===== src/rtl/prim_onehot_demux_pkg.sv =====
// Shared helpers for the one-hot stream demultiplexer: select classification and defaults.
package prim_onehot_demux_pkg;

   localparam int unsigned DefaultWidth    = 32;
   localparam int unsigned DefaultOutputs  = 8;
   localparam int unsigned DefaultCntWidth = 8;

   // Helpers take a fixed wide vector; narrower selects are zero-extended, which keeps
   // the one-hot property intact.
   localparam int unsigned MaxSelWidth = 64;

   typedef logic [MaxSelWidth-1:0] sel_vec_t;

   typedef enum logic [1:0] {
      SelZero,
      SelOneHot,
      SelMulti
   } sel_kind_e;

   function automatic logic is_onehot0(sel_vec_t v);
      return (v & (v - sel_vec_t'(1))) == '0;
   endfunction

   function automatic logic is_onehot(sel_vec_t v);
      return is_onehot0(v) && (|v);
   endfunction

   function automatic sel_kind_e sel_kind(sel_vec_t v);
      sel_kind_e kind;
      if (!(|v)) begin
         kind = SelZero;
      end else if (is_onehot(v)) begin
         kind = SelOneHot;
      end else begin
         kind = SelMulti;
      end
      return kind;
   endfunction

endpackage


===== src/rtl/prim_onehot_check.sv =====
// Combinational classifier for a destination select: exactly one, none, or several bits set.
module prim_onehot_check
   import prim_onehot_demux_pkg::*;
#(
   parameter int unsigned Width = DefaultOutputs
) (
   input  logic [Width-1:0] sel_i,
   output logic             onehot_o,
   output logic             zero_o,
   output logic             multi_o
);

   if (Width > MaxSelWidth) begin : gen_width_check
      $error("prim_onehot_check: Width exceeds MaxSelWidth");
   end

   sel_vec_t  sel_ext;
   sel_kind_e kind;

   always_comb begin
      sel_ext  = sel_vec_t'(sel_i);
      kind     = sel_kind(sel_ext);
      onehot_o = (kind == SelOneHot);
      zero_o   = (kind == SelZero);
      multi_o  = (kind == SelMulti);
   end

endmodule


===== src/rtl/prim_onehot_demux_stream.sv =====
// One-stage valid/ready demux: a beat is held and offered to exactly the destination named by
// its one-hot select; zero or multi-hot selects are consumed and counted as drops.
module prim_onehot_demux_stream
   import prim_onehot_demux_pkg::*;
#(
   parameter int unsigned Width    = DefaultWidth,
   parameter int unsigned Outputs  = DefaultOutputs,
   parameter int unsigned CntWidth = DefaultCntWidth
) (
   input  logic                clk_i,
   input  logic                rst_i,
   input  logic                valid_i,
   output logic                ready_o,
   input  logic [Width-1:0]    data_i,
   input  logic [Outputs-1:0]  sel_i,
   output logic [Outputs-1:0]  valid_o,
   input  logic [Outputs-1:0]  ready_i,
   output logic [Width-1:0]    data_o,
   input  logic                err_clr_i,
   output logic                err_o,
   output logic [CntWidth-1:0] drop_cnt_o
);

   if (Outputs < 2) begin : gen_outputs_check
      $error("prim_onehot_demux_stream: Outputs must be at least 2");
   end

   logic                full_q, full_d;
   logic [Width-1:0]    data_q, data_d;
   logic [Outputs-1:0]  sel_q, sel_d;
   logic                err_q, err_d;
   logic [CntWidth-1:0] drop_cnt_q, drop_cnt_d;

   logic sel_onehot, sel_zero, sel_multi;
   logic out_fire, accept, load, drop;

   prim_onehot_check #(
      .Width(Outputs)
   ) u_sel_check (
      .sel_i   (sel_i),
      .onehot_o(sel_onehot),
      .zero_o  (sel_zero),
      .multi_o (sel_multi)
   );

   // ready_i -> ready_o is combinational so a draining stage can reload without a bubble.
   always_comb begin
      valid_o  = full_q ? sel_q : '0;
      data_o   = data_q;
      out_fire = |(valid_o & ready_i);
      ready_o  = !full_q || out_fire;
      accept   = valid_i && ready_o;
      load     = accept && sel_onehot;
      drop     = accept && (sel_zero || sel_multi);
   end

   always_comb begin
      full_d = load || (full_q && !out_fire);
      data_d = load ? data_i : data_q;
      sel_d  = load ? sel_i  : sel_q;

      // A drop in the same cycle as a clear wins: the count restarts at one.
      drop_cnt_d = drop_cnt_q;
      err_d      = err_q;
      if (err_clr_i) begin
         drop_cnt_d = drop ? CntWidth'(1) : '0;
         err_d      = drop && sel_multi;
      end else if (drop) begin
         if (drop_cnt_q != '1) begin
            drop_cnt_d = drop_cnt_q + CntWidth'(1);
         end
         err_d = err_q || sel_multi;
      end
   end

   always_ff @(posedge clk_i or posedge rst_i) begin
      if (rst_i) begin
         full_q     <= 1'b0;
         data_q     <= '0;
         sel_q      <= '0;
         err_q      <= 1'b0;
         drop_cnt_q <= '0;
      end else begin
         full_q     <= full_d;
         data_q     <= data_d;
         sel_q      <= sel_d;
         err_q      <= err_d;
         drop_cnt_q <= drop_cnt_d;
      end
   end

   assign err_o      = err_q;
   assign drop_cnt_o = drop_cnt_q;

endmodule


===== config.mk =====
export PLATFORM = sky130hd
export DESIGN_NAME = prim_onehot_demux_stream
export DESIGN_NICKNAME = d
export VERILOG_FILES = /design/src/rtl/prim_onehot_demux_pkg.sv /design/src/rtl/prim_onehot_check.sv /design/src/rtl/prim_onehot_demux_stream.sv
export SDC_FILE = /design/constraint.sdc
export NUM_CORES = 1
export LEC_CHECK = 0
export ABC_AREA = 1
export CAP_MARGIN = 20
export CORE_MARGIN = 1.5
export CORE_UTILIZATION = 43
export CTS_BUF_LIST = sky130_fd_sc_hd__clkbuf_4 sky130_fd_sc_hd__clkbuf_8 sky130_fd_sc_hd__clkbuf_16
export DETAILED_ROUTE_END_ITERATION = 8
export GPL_ROUTABILITY_DRIVEN = 0
export PLACE_DENSITY = 0.76
export SYNTH_ARGS = -nofsm -noshare
export SYNTH_HDL_FRONTEND = slang
export SYNTH_SLANG_ARGS = --single-unit

===== constraint.sdc =====
create_clock -name clk_i -period 1.9 [get_ports clk_i]
set_input_delay 0.57 -clock clk_i [delete_from_list [all_inputs] [get_ports clk_i]]
set_output_delay 0.57 -clock clk_i [all_outputs]
set_load 0.05 [all_outputs]

After elaboration in Yosys (flattened, before gate mapping)
Index checks and enable logic that the tools add are counted.
Word-level totals
  output and inout port bits: 50
  register bits: 50
Cells by class
  $add $sub $neg: 2
  reduce and logical (&&, ||, !) cells: 19
  bitwise gates (word level): 2
  equal/unequal tests: 3
  mux-type cells: 9
Operators by type and width (number)
  AND 8 x 64 -> 64 bit: 1
  zero test 64 bit: 1
  2-to-1 mux 8 bit: 4
  OR reduction 8 bit: 2
  subtractor 8 x 1 -> 9 bit (second input constant): 1
  adder 8 x 1 -> 8 bit (second input constant): 1
  AND 8 bit: 1
  inequality test 8 bit (second input constant): 1
  logical AND 1 bit: 6
  logical OR 1 bit: 4
  2-to-1 mux 2 bit: 2
  nonzero test 2 bit: 2
  2-to-1 mux 1 bit: 3
  == test 2 x 1 -> 1 bit (second input constant): 1
  == test 2 bit (second input constant): 1
  zero test 1 bit: 2
  zero test 2 bit: 1
  AND reduction 2 bit: 1

Longest topological paths before layout
Gate-level depths: netlist (run 1).
  depth after elaboration: 11
  gate-level depth with buffers: 14
  depth with buffers taken out: 13

By module
A second synthesis (run 1) with hierarchy kept.
Second synthesis, totals
  cells, all modules: 309
  area, all modules: 2866.5 sq um
Modules (own cells, without submodules)
  prim_onehot_demux_stream: area each 2747.6 sq um, times used 1, cells an instance 286
  prim_onehot_check: area each 118.9 sq um, times used 1, cells an instance 23

Worst setup path before layout (run 1)
Ideal clock, no wire load.
  kind: register to register
  start point: reg full_q
  end point: reg data_q[1], in the netlist data_o[1]
  cell stages (with the launch flop): 14
  buffers on the path: 3
  period minus slack after synthesis: 2280 ps
  arrival: 2160 ps
  path slack: -380 ps
  cells stage by stage: dfrtp_1 -> buf_4 -> nand2_1 -> inv_1 -> nand2_1 -> nand2_1 -> nor2_1 -> nand2_1 -> nand2_1 -> or2_1 -> buf_6 -> buf_6 -> nand2_1 -> o21ai_2
On the way
  cells in the longest elaborated chain, start to end: 6
  elaborated cells on any way between the ends: 7
RTL lines
  start: declaration: RTL line prim_onehot_demux_stream.sv:28  | logic full_q, full_d;
  start signal: assignment: RTL line prim_onehot_demux_stream.sv:84  | full_q <= full_d;
  2-to-1 mux 8 bit: RTL line prim_onehot_demux_stream.sv:48  | valid_o = full_q ? sel_q : '0;
  via valid_o[1]: RTL line prim_onehot_demux_stream.sv:16  | output logic [Outputs-1:0] valid_o,
  AND 8 bit: RTL line prim_onehot_demux_stream.sv:50  | out_fire = |(valid_o & ready_i);
  OR reduction 8 bit: RTL line prim_onehot_demux_stream.sv:50
  logical OR 1 bit: RTL line prim_onehot_demux_stream.sv:51  | ready_o = !full_q || out_fire;
  via ready_o: RTL line prim_onehot_demux_stream.sv:13  | output logic ready_o,
  logical AND 1 bit: RTL line prim_onehot_demux_stream.sv:52  | accept = valid_i && ready_o;
  logical AND 1 bit: RTL line prim_onehot_demux_stream.sv:53  | load = accept && sel_onehot;
  end signal: assignment: RTL line prim_onehot_demux_stream.sv:85  | data_q <= data_d;
  end: declaration: RTL line prim_onehot_demux_stream.sv:29  | logic [Width-1:0] data_q, data_d;
The timed path passes the listed nets, and every way through them passes these cells.
A chain may end at the register's enable or synchronous reset.

Final worst setup path (run 1)
  start point: reg full_q
  end point: reg data_q[11], in the netlist data_o[11]
On the way
  cells in the longest elaborated chain, start to end: 6
  elaborated cells on any way between the ends: 7
RTL lines (RTL line)
  2-to-1 mux 8 bit: prim_onehot_demux_stream.sv:48
  AND 8 bit: prim_onehot_demux_stream.sv:50
  OR reduction 8 bit: prim_onehot_demux_stream.sv:50
  logical OR 1 bit (*): prim_onehot_demux_stream.sv:51
  logical AND 1 bit (*): prim_onehot_demux_stream.sv:52
  logical AND 1 bit (*): prim_onehot_demux_stream.sv:53
Mark *: on every way between the ends. The rest lies on a longest branch, timed or not.

==> metrics, run 1 <==
status complete, but fails checks; violated checks setup timing; CP dominant cell by count nand2_4; wire length per cell 14.1 um; WL final 7220 um; endpoint class of the critical path flop; R2R depth 14; final hold violation count 0; vias per cell 4.77; worst min path class flop to flop; synth warn 0; sw frac 0.410; slowest CP cell dfrtp_2; Final min period 2060 ps; CTS clk-pin slew, worst paths 100 ps; Crit Path Class flop to flop; IO Pins 102; Inst Count DP 480; Yosys reg bits 50; fraction of power consumed by sequential logic 0.394; final setup fails 48; initial core utilization 0.456; net switching power 1.49 mW; Final Cell Area 4600 um^2; Final Net Count 492; worst path arrival time 2300 ps; mapped cell area 2560 um^2; Mapped Cells 298; largest net degree at the start of global routing 51; GRT Util Overall 0.209; fraction of layout cells with a size suffix above 1 0.500; nature of the critical path startpoint flop; Reg2Reg Capture Point data_o[11]; clock latency on the worst-skew pair 300 ps; die height 80.1 um; Synth Flop Type dfrtp_1; Worst Hold End data_o[17]; combinational power share 0.432; initial antenna violation count 1; hold buffers post-CTS 0; Die Width 80.1 um; vias in the first global route 2260; diode count 0; Clock Power Share 0.173; P&R area growth vs syn 79.8%; antenna-violating nets left 0; final-report max-slew violation count 0; total die area 6420 um^2; IO Port Bufs 101; maximum VDD drop 0.627 mV; # clock sinks 50; Core Region 5610 um^2; max-cap viol count 0; Post-synth EDFFs 0; Yosys cell types 22; reg-to-reg slack, setup -160 ps; CTS tree built; power per cell area 791 nW/um^2; Worst Skew 11.2 ps; clock buffer depth 2; Tcrit/Tclk final 1.09; Via Count 2444; first-pass GRT wire length 10400 um; total CTS buffers 5; largest fanout on the critical path 7; measured slew at the worst slew-check pin 385 ps; placed cell area 3840 um^2; unrepaired setup endpoints after global routing yes; WHS Path Cells 2; Async SR Flop Fraction 1.00; Slew Limit Headroom 0.742; Worst Slack Setup Final -163 ps; P_int 2.14 mW; 1st-iter DRT viols 125; Pre-Repair DR Iteration Count 4; register area share after synthesis 0.489; CP max stage delay 500 ps; Req. time, crit path 2140 ps; Syn Area/Cell 8.58 um^2; Post-Syn Nets 351; CTS Root Cell clkbuf_8; Lkg Pwr 2.36 nW; Hold Path Origin data_o[17]; Rows 27; GR Overflow Total 0; setup TNS -5010 ps; H-tree levels 2; HPWL Detailed 4300 um; maximum clock frequency 485 MHz; crit-path cells nand2_4, clkinvlp_4, nand2_2, nand2_2, nor2_4, nand2_4, buf_4, buf_6, nand2_4, or2_4, buf_12, clkbuf_16, nand2_4, o21ai_2; Final Instance Count excl. Fillers 512; drt drc 0; R2R Path Start full_q; fin util 0.820
-- cell usage in the layout, fill, tap and decap left out, types with 3 or more instances in the layout --
master,Yosys,routed
buf_12,0,18
buf_16,0,3
buf_4,1,57
buf_6,9,10
clkbuf_16,0,3
clkbuf_2,0,3
clkbuf_8,0,5
clkdlybuf4s50_1,0,35
clkinvlp_4,0,7
dfrtp_1,50,49
dlymetal6s2s_1,0,10
inv_1,59,51
inv_2,0,3
nand2_1,89,39
nand2_2,0,23
nand2_4,0,27
nand3_1,13,8
nand3_2,0,5
nand4_1,5,5
nor2_1,15,10
nor2_2,2,4
nor2_4,1,4
o21ai_2,40,39
-- repair_timing --
| item | CTS | global route |
|---|---|---|
| setup buffers | 9 | 10 |
| setup endpoints to repair | 49 | 51 |
| cloned | 3 | 5 |
| gates resized for setup | 21 | 101 |
| pin swaps | 12 | 29 |
-- layer usage --
layer | track usage | wire length, um | part of all wire | vias to the layer above
met2 | 0.353 | 3870 | 0.54 | 69
met4 | 0.0724 | 107 | 0.015 | 2
li1 | - | - | - | 1199
met1 | 0.270 | 2860 | 0.40 | 1162
met5 | 0 | 12 | 0.0017 | -
met3 | 0.0364 | 366 | 0.051 | 12
-- flip-flops by register name, summed over array words and instances (netlist names) --
name / flops
full_q: 1
drop_cnt_o: 8
data_o: 32
sel_q: 8
err_o: 1
-- power groups by stage --
stage	sequential (mW)	clock (mW)	combinational (mW)
2_1_floorplan	1.88	0	0.397
3_3_place_gp	1.39	0	1.39
3_5_place_dp	1.39	0	1.42
4_1_cts	1.38	0.649	1.45
5_1_grt	1.46	0.699	1.66
6_report	1.43	0.630	1.57
-- cell type report --
type | count | area, um^2
clock inverter | 3 | 23.8
multi-input combinational | 178 | 1310
inverter | 60 | 244
tap | 72 | 90.1
sequential | 50 | 1250
fill | 324 | 1010
timing repair buffer | 144 | 1610
clock buffer | 5 | 68.8
-- critical path: cells and delay by family, from the launching register on --
family,cells,cell delay (ps)
compound gates,1,50
simple gates,8,740
buf+inv,5,700
flops,1,500
-- per-stage QoR --
| stage | hold slack [ps] | power [mW] | setup WS (ps) |
|---|---|---|---|
| 6_report | 489 | 3.64 | -163 |
| 5_1_grt | 512 | 3.82 | -250 |
| 4_1_cts | 493 | 3.48 | -168 |
| 3_5_place_dp | 469 | 2.81 | -517 |
| 3_3_place_gp | 463 | 2.79 | -465 |
| 2_1_floorplan | 459 | 2.27 | -70.7 |
-- how the worst max path moves through the flow --
| stage | start | end | slack, ps | cells after the start |
|---|---|---|---|---|
| finish | full_q | data_o[11] | -160 | 14 |
| global route | full_q | data_o[11] | -250 | 14 |
| CTS | full_q | ready_o | -170 | 7 |
| detailed placement | sel_i[1] | sel_q[0] | -520 | 11 |
| global placement | sel_i[1] | data_o[29] | -470 | 11 |
| floorplan | full_q | data_o[1] | -70 | 13 |
-- Yosys cell counts (2+ instances only) --
cell     number  area share
nand3_1      13       0.025
dfrtp_1      50        0.49
xnor2_1       2      0.0069
buf_6         9       0.040
o21ai_0       2      0.0039
o21ai_2      40        0.14
nand4_1       5       0.012
nor2_1       15       0.022
inv_1        59       0.087
xor2_1        2      0.0069
nor2_2        2      0.0049
nand2_1      89        0.13
-- kinds of logic after synthesis --
group | share of synthesized area
simple gates | 0.215
buf+inv | 0.131
compound gates | 0.146
fa+ha+maj | 0.00489
flops | 0.489
xor+xnor | 0.0137
No activity file was read; power rests on OpenSTA's default activity.
==> run 2: changes to the inputs <==
ABC_AREA = 0   (was 1)
CORE_UTILIZATION = 42   (was 43)
CTS_CLUSTER_SIZE = 10   (was not set)
==> metrics, run 2 <==
initial core utilization 0.432 (-0.0236); setup TNS -20040 ps (-15020 ps); fillcell total 391 (+21%); GR Util met1 0.253 (-0.0165); Yosys cell types 37 (+68%); top-count cell post-synth dfrtp_1; largest net degree at the start of global routing 26 (-49%); Via Count 1861 (-24%); max-cap viol count 0 (unchanged); hold_ws 521 ps (+31.5 ps); Final Instance Count excl. Fillers 378 (-26%); dpl ws -1090 ps (-570 ps); Worst Slack Setup Final -442 ps (-279 ps); most frequent cells in the layout buf_4, dfrtp_1, mux2_4; worst min path class flop to flop; maximum clock frequency 427 MHz (-12%); final hold violation count 0 (unchanged); CTS clk-pin slew, worst paths 80 ps (-20 ps); Lkg Pwr 1.87 nW (-21%); final setup fails 50 (+4.2%); Req. time, crit path 2080 ps (-60 ps); total die area 6060 um^2 (-5.6%); area share of the largest cell type after synthesis 0.532 (+0.0427); maximum VDD drop 0.579 mV (-7.6%); mapped cell area 2350 um^2 (-8.0%); Final min period 2340 ps (+279 ps); leading cell type in the layout, fill and taps excluded buf_4; Synth Flop Type dfrtp_1; drt drc 0 (unchanged); unrepaired setup endpoints after global routing yes; max reg flops 32 (unchanged); vias per cell 4.92 (+3.1%); Core Region 5440 um^2 (-3.0%); first-pass GRT wire length 9310 um (-10%); Crit Path Class input port to flop; Post-synth EDFFs 0 (unchanged); register area share after synthesis 0.532 (+0.0427); die height 77.8 um (-2.9%); diode count 0 (unchanged); area of the multi-input gates 1090 um^2 (-17%); Post-Syn Nets 217 (-38%); Inst Count DP 361 (-25%); antenna-violating nets left 0 (unchanged); WL final 6180 um (-14%); violated checks setup timing; Syn Area/Cell 14.3 um^2 (+67%); # clock sinks 50 (unchanged); HPWL Detailed 4260 um (-0.81%); GR Overflow Total 0 (unchanged); Pre-Repair DR Iteration Count 4 (unchanged); CTS tree built; Die Width 77.8 um (-2.9%); busiest layer in global routing met2; clock latency on the worst-skew pair 300 ps (about the same); initial antenna violation count 0 (-1); 1st-iter DRT viols 53 (-58%); nature of the critical path startpoint input port; IO Pins 102 (unchanged); Slew Limit Headroom 0.768 (+0.0269); Async SR Flop Fraction 1.00 (unchanged); power per cell area 984 nW/um^2 (+24%); met2 GRT Util 0.337 (-0.0155); worst path arrival time 2520 ps (+220 ps); Worst Skew 11.0 ps (-0.195 ps); Yosys reg bits 50 (unchanged); synth cell count leaders dfrtp_1, mux2_4, and2_1; hold buffers post-CTS 0 (unchanged); IO Port Bufs 101 (unchanged); vias in the first global route 1861 (-18%); fraction of layout cells with a size suffix above 1 0.507 (+0.00654); FF+latch area 1250 um^2 (about the same); H-tree levels 2 (unchanged); synth warn 0 (unchanged); clock buffer depth 2 (unchanged); wire length per cell 16.4 um (+16%); Rows 27 (unchanged); status complete, but fails checks; fin util 0.728 (-0.0916); CTS Root Cell clkbuf_8; met3 usage 0.0435 (+0.00717); P&R area growth vs syn 68.4%; Tcrit/Tclk final 1.23 (+0.147); top post-synthesis cells by area dfrtp_1, mux2_4, buf_6, and2_1, or3_1; final-report max-slew violation count 0 (unchanged); GRT Util Overall 0.200 (-0.00890); total CTS buffers 5 (unchanged); Synth area leader dfrtp_1; largest fanout on the critical path 7 (unchanged); endpoint class of the critical path flop; measured slew at the worst slew-check pin 347 ps (-37.1 ps); Final Net Count 358 (-27%); Mapped Cells 164 (-45%)
run 2: changes by cell type after synthesis, moves of 4 or more:
| cell | before | now |
|---|---|---|
| nand2_1 | 89 | 6 |
| inv_1 | 59 | 4 |
| o21ai_2 | 40 | 0 |
| mux2_4 | 0 | 39 |
| nor2_1 | 15 | 1 |
| nand3_1 | 13 | 1 |
| and2_1 | 0 | 9 |
| or3_1 | 0 | 7 |
| a21oi_1 | 0 | 6 |
| o21ai_0 | 2 | 7 |
| nand4_1 | 5 | 1 |
run 2: metrics by stage:
step	instance area [um^2]	power, mW
6_report	3960	3.90
5_1_grt	3960	4.06
4_1_cts	3870	3.90
3_5_place_dp	3660	3.12
3_3_place_gp	3660	3.09
2_1_floorplan	2370	2.50
run 2: power breakdown:
part	switching, mW	leakage [nW]	total, mW	internal (mW)
sequential	0.152	0.649	1.44	1.29
combinational	0.951	1.16	1.69	0.742
clock	0.336	0.0593	0.759	0.423
total	1.44	1.87	3.90	2.46
run 2: layer usage:
layer,share of wire,routed length (um),up-vias
li1,-,-,872
met1,0.44,2700,929
met2,0.50,3110,56
met3,0.050,311,4
met4,0.0092,57,0
met5,0,0,-
run 2: layout make-up:
type                            instances  area share
Timing Repair Buffer                  141       0.354
Tap cell                               72      0.0227
Sequential cell                        50       0.316
Multi-Input combinational cell        103       0.275
Clock buffer                            7      0.0212
Clock inverter                          1     0.00758
Inverter                                4     0.00379
run 2: kinds of logic after synthesis:
kind of cell,Yosys count,synth area share
flip-flops,50,0.532
XOR/XNOR,1,0.00373
multiplexers,41,0.258
AND/OR/NAND/NOR,37,0.0979
AO/OA/AOI/OAI,22,0.0617
adder cells (fa/ha/maj),2,0.00958
buffers and inverters,11,0.0367
run 2: final timing paths:
path	from	end	slack, ps	cells after the start
setup / recovery	sel_i[2]	data_o[5]	-440	7
hold / removal	data_o[20]	data_o[20]	520	1
setup reg to reg	sel_q[2]	data_o[1]	-100	7
hold reg to reg	data_o[20]	data_o[20]	520	1
max in group asynchronous	rst_i	data_o[5]	970	3
min in group asynchronous	rst_i	data_o[21]	640	3
run 2: what timing repair did:
item                                    CTS  global route
endpoints found under the setup margin   51            50
buffers inserted                          5             0
pin swaps                                15            10
gates cloned                              2             2
endpoints found under the hold margin     0             0
gates resized for setup                  45            13
run 2: worst max-delay path, cell delays in order:
cell	delay (ps)
buf_6	90
or4_4	590
a2111oi_4	270
or3_1	160
and3_4	340
clkbuf_16	200
mux2_4	290
==> run 3: changes to the inputs <==
CORE_UTILIZATION = 45   (was 42)
PLACE_DENSITY = 0.81   (was 0.76)
clock period = 2.7 ns   (was 1.9 ns; I/O delays follow)
==> metrics, run 3 (synthesized netlist as in run 2, its figures left out) <==
endpoint class of the critical path primary output; WP buf/inv 2 (unchanged); P&R area growth vs syn 61.4%; leading cell type in the layout, fill and taps excluded clkdlybuf4s50_1; fraction of layout cells with a size suffix above 1 0.280 (-0.226); final setup fails 0 (-100%); CTS clk-pin slew, worst paths 90 ps (about the same); Lkg Pwr 1.68 nW (-10%); CP delay by family, top buffers and inverters; HPWL Detailed 4020 um (-5.6%); first-pass GRT wire length 8510 um (-8.6%); antenna-violating nets left 0 (unchanged); hold buffers post-CTS 0 (unchanged); Inst Count DP 349 (-3.3%); total die area 5670 um^2 (-6.4%); GR Overflow Total 0 (unchanged); worst path arrival time 1810 ps (-710 ps); vias in the first global route 1719 (-7.6%); 1st-iter DRT viols 86 (+62%); slowest CP cell dlygate4sd2_1; initial core utilization 0.463 (+0.0310); most frequent cells in the layout clkdlybuf4s50_1, dfrtp_1, mux2_4; total CTS buffers 5 (unchanged); Slew Limit Headroom 0.642 (-0.126); GRT Util Overall 0.200 (about the same); largest fanout on the critical path 2 (-5); max-cap viol count 0 (unchanged); maximum VDD drop 0.345 mV (-40%); largest net degree at the start of global routing 33 (+27%); vias per cell 4.94 (+0.43%); initial antenna violation count 0 (unchanged); Req. time, crit path 1890 ps (-190 ps); unrepaired setup endpoints after global routing no; nature of the critical path startpoint input port; clock latency on the worst-skew pair 300 ps (about the same); wire length per cell 15.5 um (-5.3%); Rows 26 (-3.7%); final hold violation count 0 (unchanged); fillcell total 354 (-9.5%); drt drc 0 (unchanged); WL final 5560 um (-10%); worst min path class flop to flop; measured slew at the worst slew-check pin 535 ps (+188 ps); Tcrit/Tclk final 0.971; Worst Skew 8.66 ps (-2.37 ps); die height 75.3 um (-3.3%); Final min period 2620 ps; CP max stage delay 250 ps (-340 ps); Via Count 1775 (-4.6%); Core Region 5070 um^2 (-6.7%); # clock sinks 50 (unchanged); Crit Path Class input port to primary output; IO Port Bufs 101 (unchanged); CTS tree built; IO Pins 102 (unchanged); total power 2.71 mW (-31%); status finished clean; Pre-Repair DR Iteration Count 4 (unchanged); max reg flops 32 (unchanged); Die Width 75.3 um (-3.3%); power per cell area 713 nW/um^2 (-27%); Final Instance Count excl. Fillers 359 (-5.0%); clock buffer depth 2 (unchanged); H-tree levels 2 (unchanged); final-report max-slew violation count 0 (unchanged); crit-path cells dlygate4sd2_1, a22o_1, a221oi_2, nand4_1, buf_6; CTS Root Cell clkbuf_8; maximum clock frequency 381 MHz; diode count 0 (unchanged); Final Net Count 341 (-4.7%)
## run 3: stage by stage
stage / area, um^2 / TNS, ps / utilization / setup slack, ps / hold slack, ps
4_1_cts: 3760 / -9.06 / 0.741 / -9.06 / 520
2_1_floorplan: 2370 / -12380 / - / -309 / 496
3_5_place_dp: 3570 / -20940 / 0.703 / -480 / 495
5_1_grt: 3790 / 0 / 0.748 / 0.438 / 538
6_report: 3790 / 0 / 0.748 / 78.0 / 519
3_3_place_gp: 3570 / -18220 / 0.703 / -416 / 490
## run 3: worst paths after layout
check / startpoint / slack [ps] / endpoint / depth (start not counted)
min in group asynchronous: rst_i / 830 / drop_cnt_o[5] / 2
worst min-delay path: data_o[7] / 520 / data_o[7] / 1
worst min register to register: data_o[7] / 520 / data_o[7] / 1
worst max register to register: sel_q[2] / 510 / data_o[15] / 8
max in group asynchronous: rst_i / 1360 / data_o[3] / 3
worst max-delay path: ready_i[4] / 80 / ready_o / 5
## run 3: metal layers
metal / vias to the layer above / share of wire / routed length (um) / track usage
met5: - / 0 / 0 / 0
met4: 0 / 0.011 / 61 / 0.0595
met3: 8 / 0.059 / 329 / 0.0388
met2: 66 / 0.49 / 2710 / 0.327
met1: 861 / 0.44 / 2460 / 0.271
li1: 840 / - / - / -
## run 3: worst reg2reg max path, delay by kind of cell, from the launching register on
family	cells	cell delay, ps
AOI/OAI and AO/OA	2	410
buffers and inverters	2	370
DFF	1	400
muxes	1	300
and+or+nand+nor	3	600
## run 3: where the power goes
part | internal (mW) | switching (mW) | leakage (nW) | total (mW)
Clock | 0.287 | 0.240 | 0.0548 | 0.527
Sequential | 0.909 | 0.112 | 0.649 | 1.02
Combinational | 0.516 | 0.642 | 0.972 | 1.16
Total | 1.71 | 0.995 | 1.68 | 2.71
## run 3: area by class of cell
class                      instances  area, um^2  share of cell area
clock inverter                     2        37.5             0.00989
tap                               70        87.6              0.0231
inverter                           4        15.0             0.00396
timing repair buffer             124        1260               0.333
multi-input combinational        103        1060               0.280
sequential                        50        1250               0.330
clock buffer                       6        76.3              0.0201
## run 3: what timing repair did
| action | CTS | global route |
|---|---|---|
| pin swaps | 6 | 6 |
| gates cloned | 1 | 0 |
| endpoints found under the setup margin | 48 | 42 |
| gates resized for setup | 21 | 10 |
| buffers inserted | 1 | 0 |
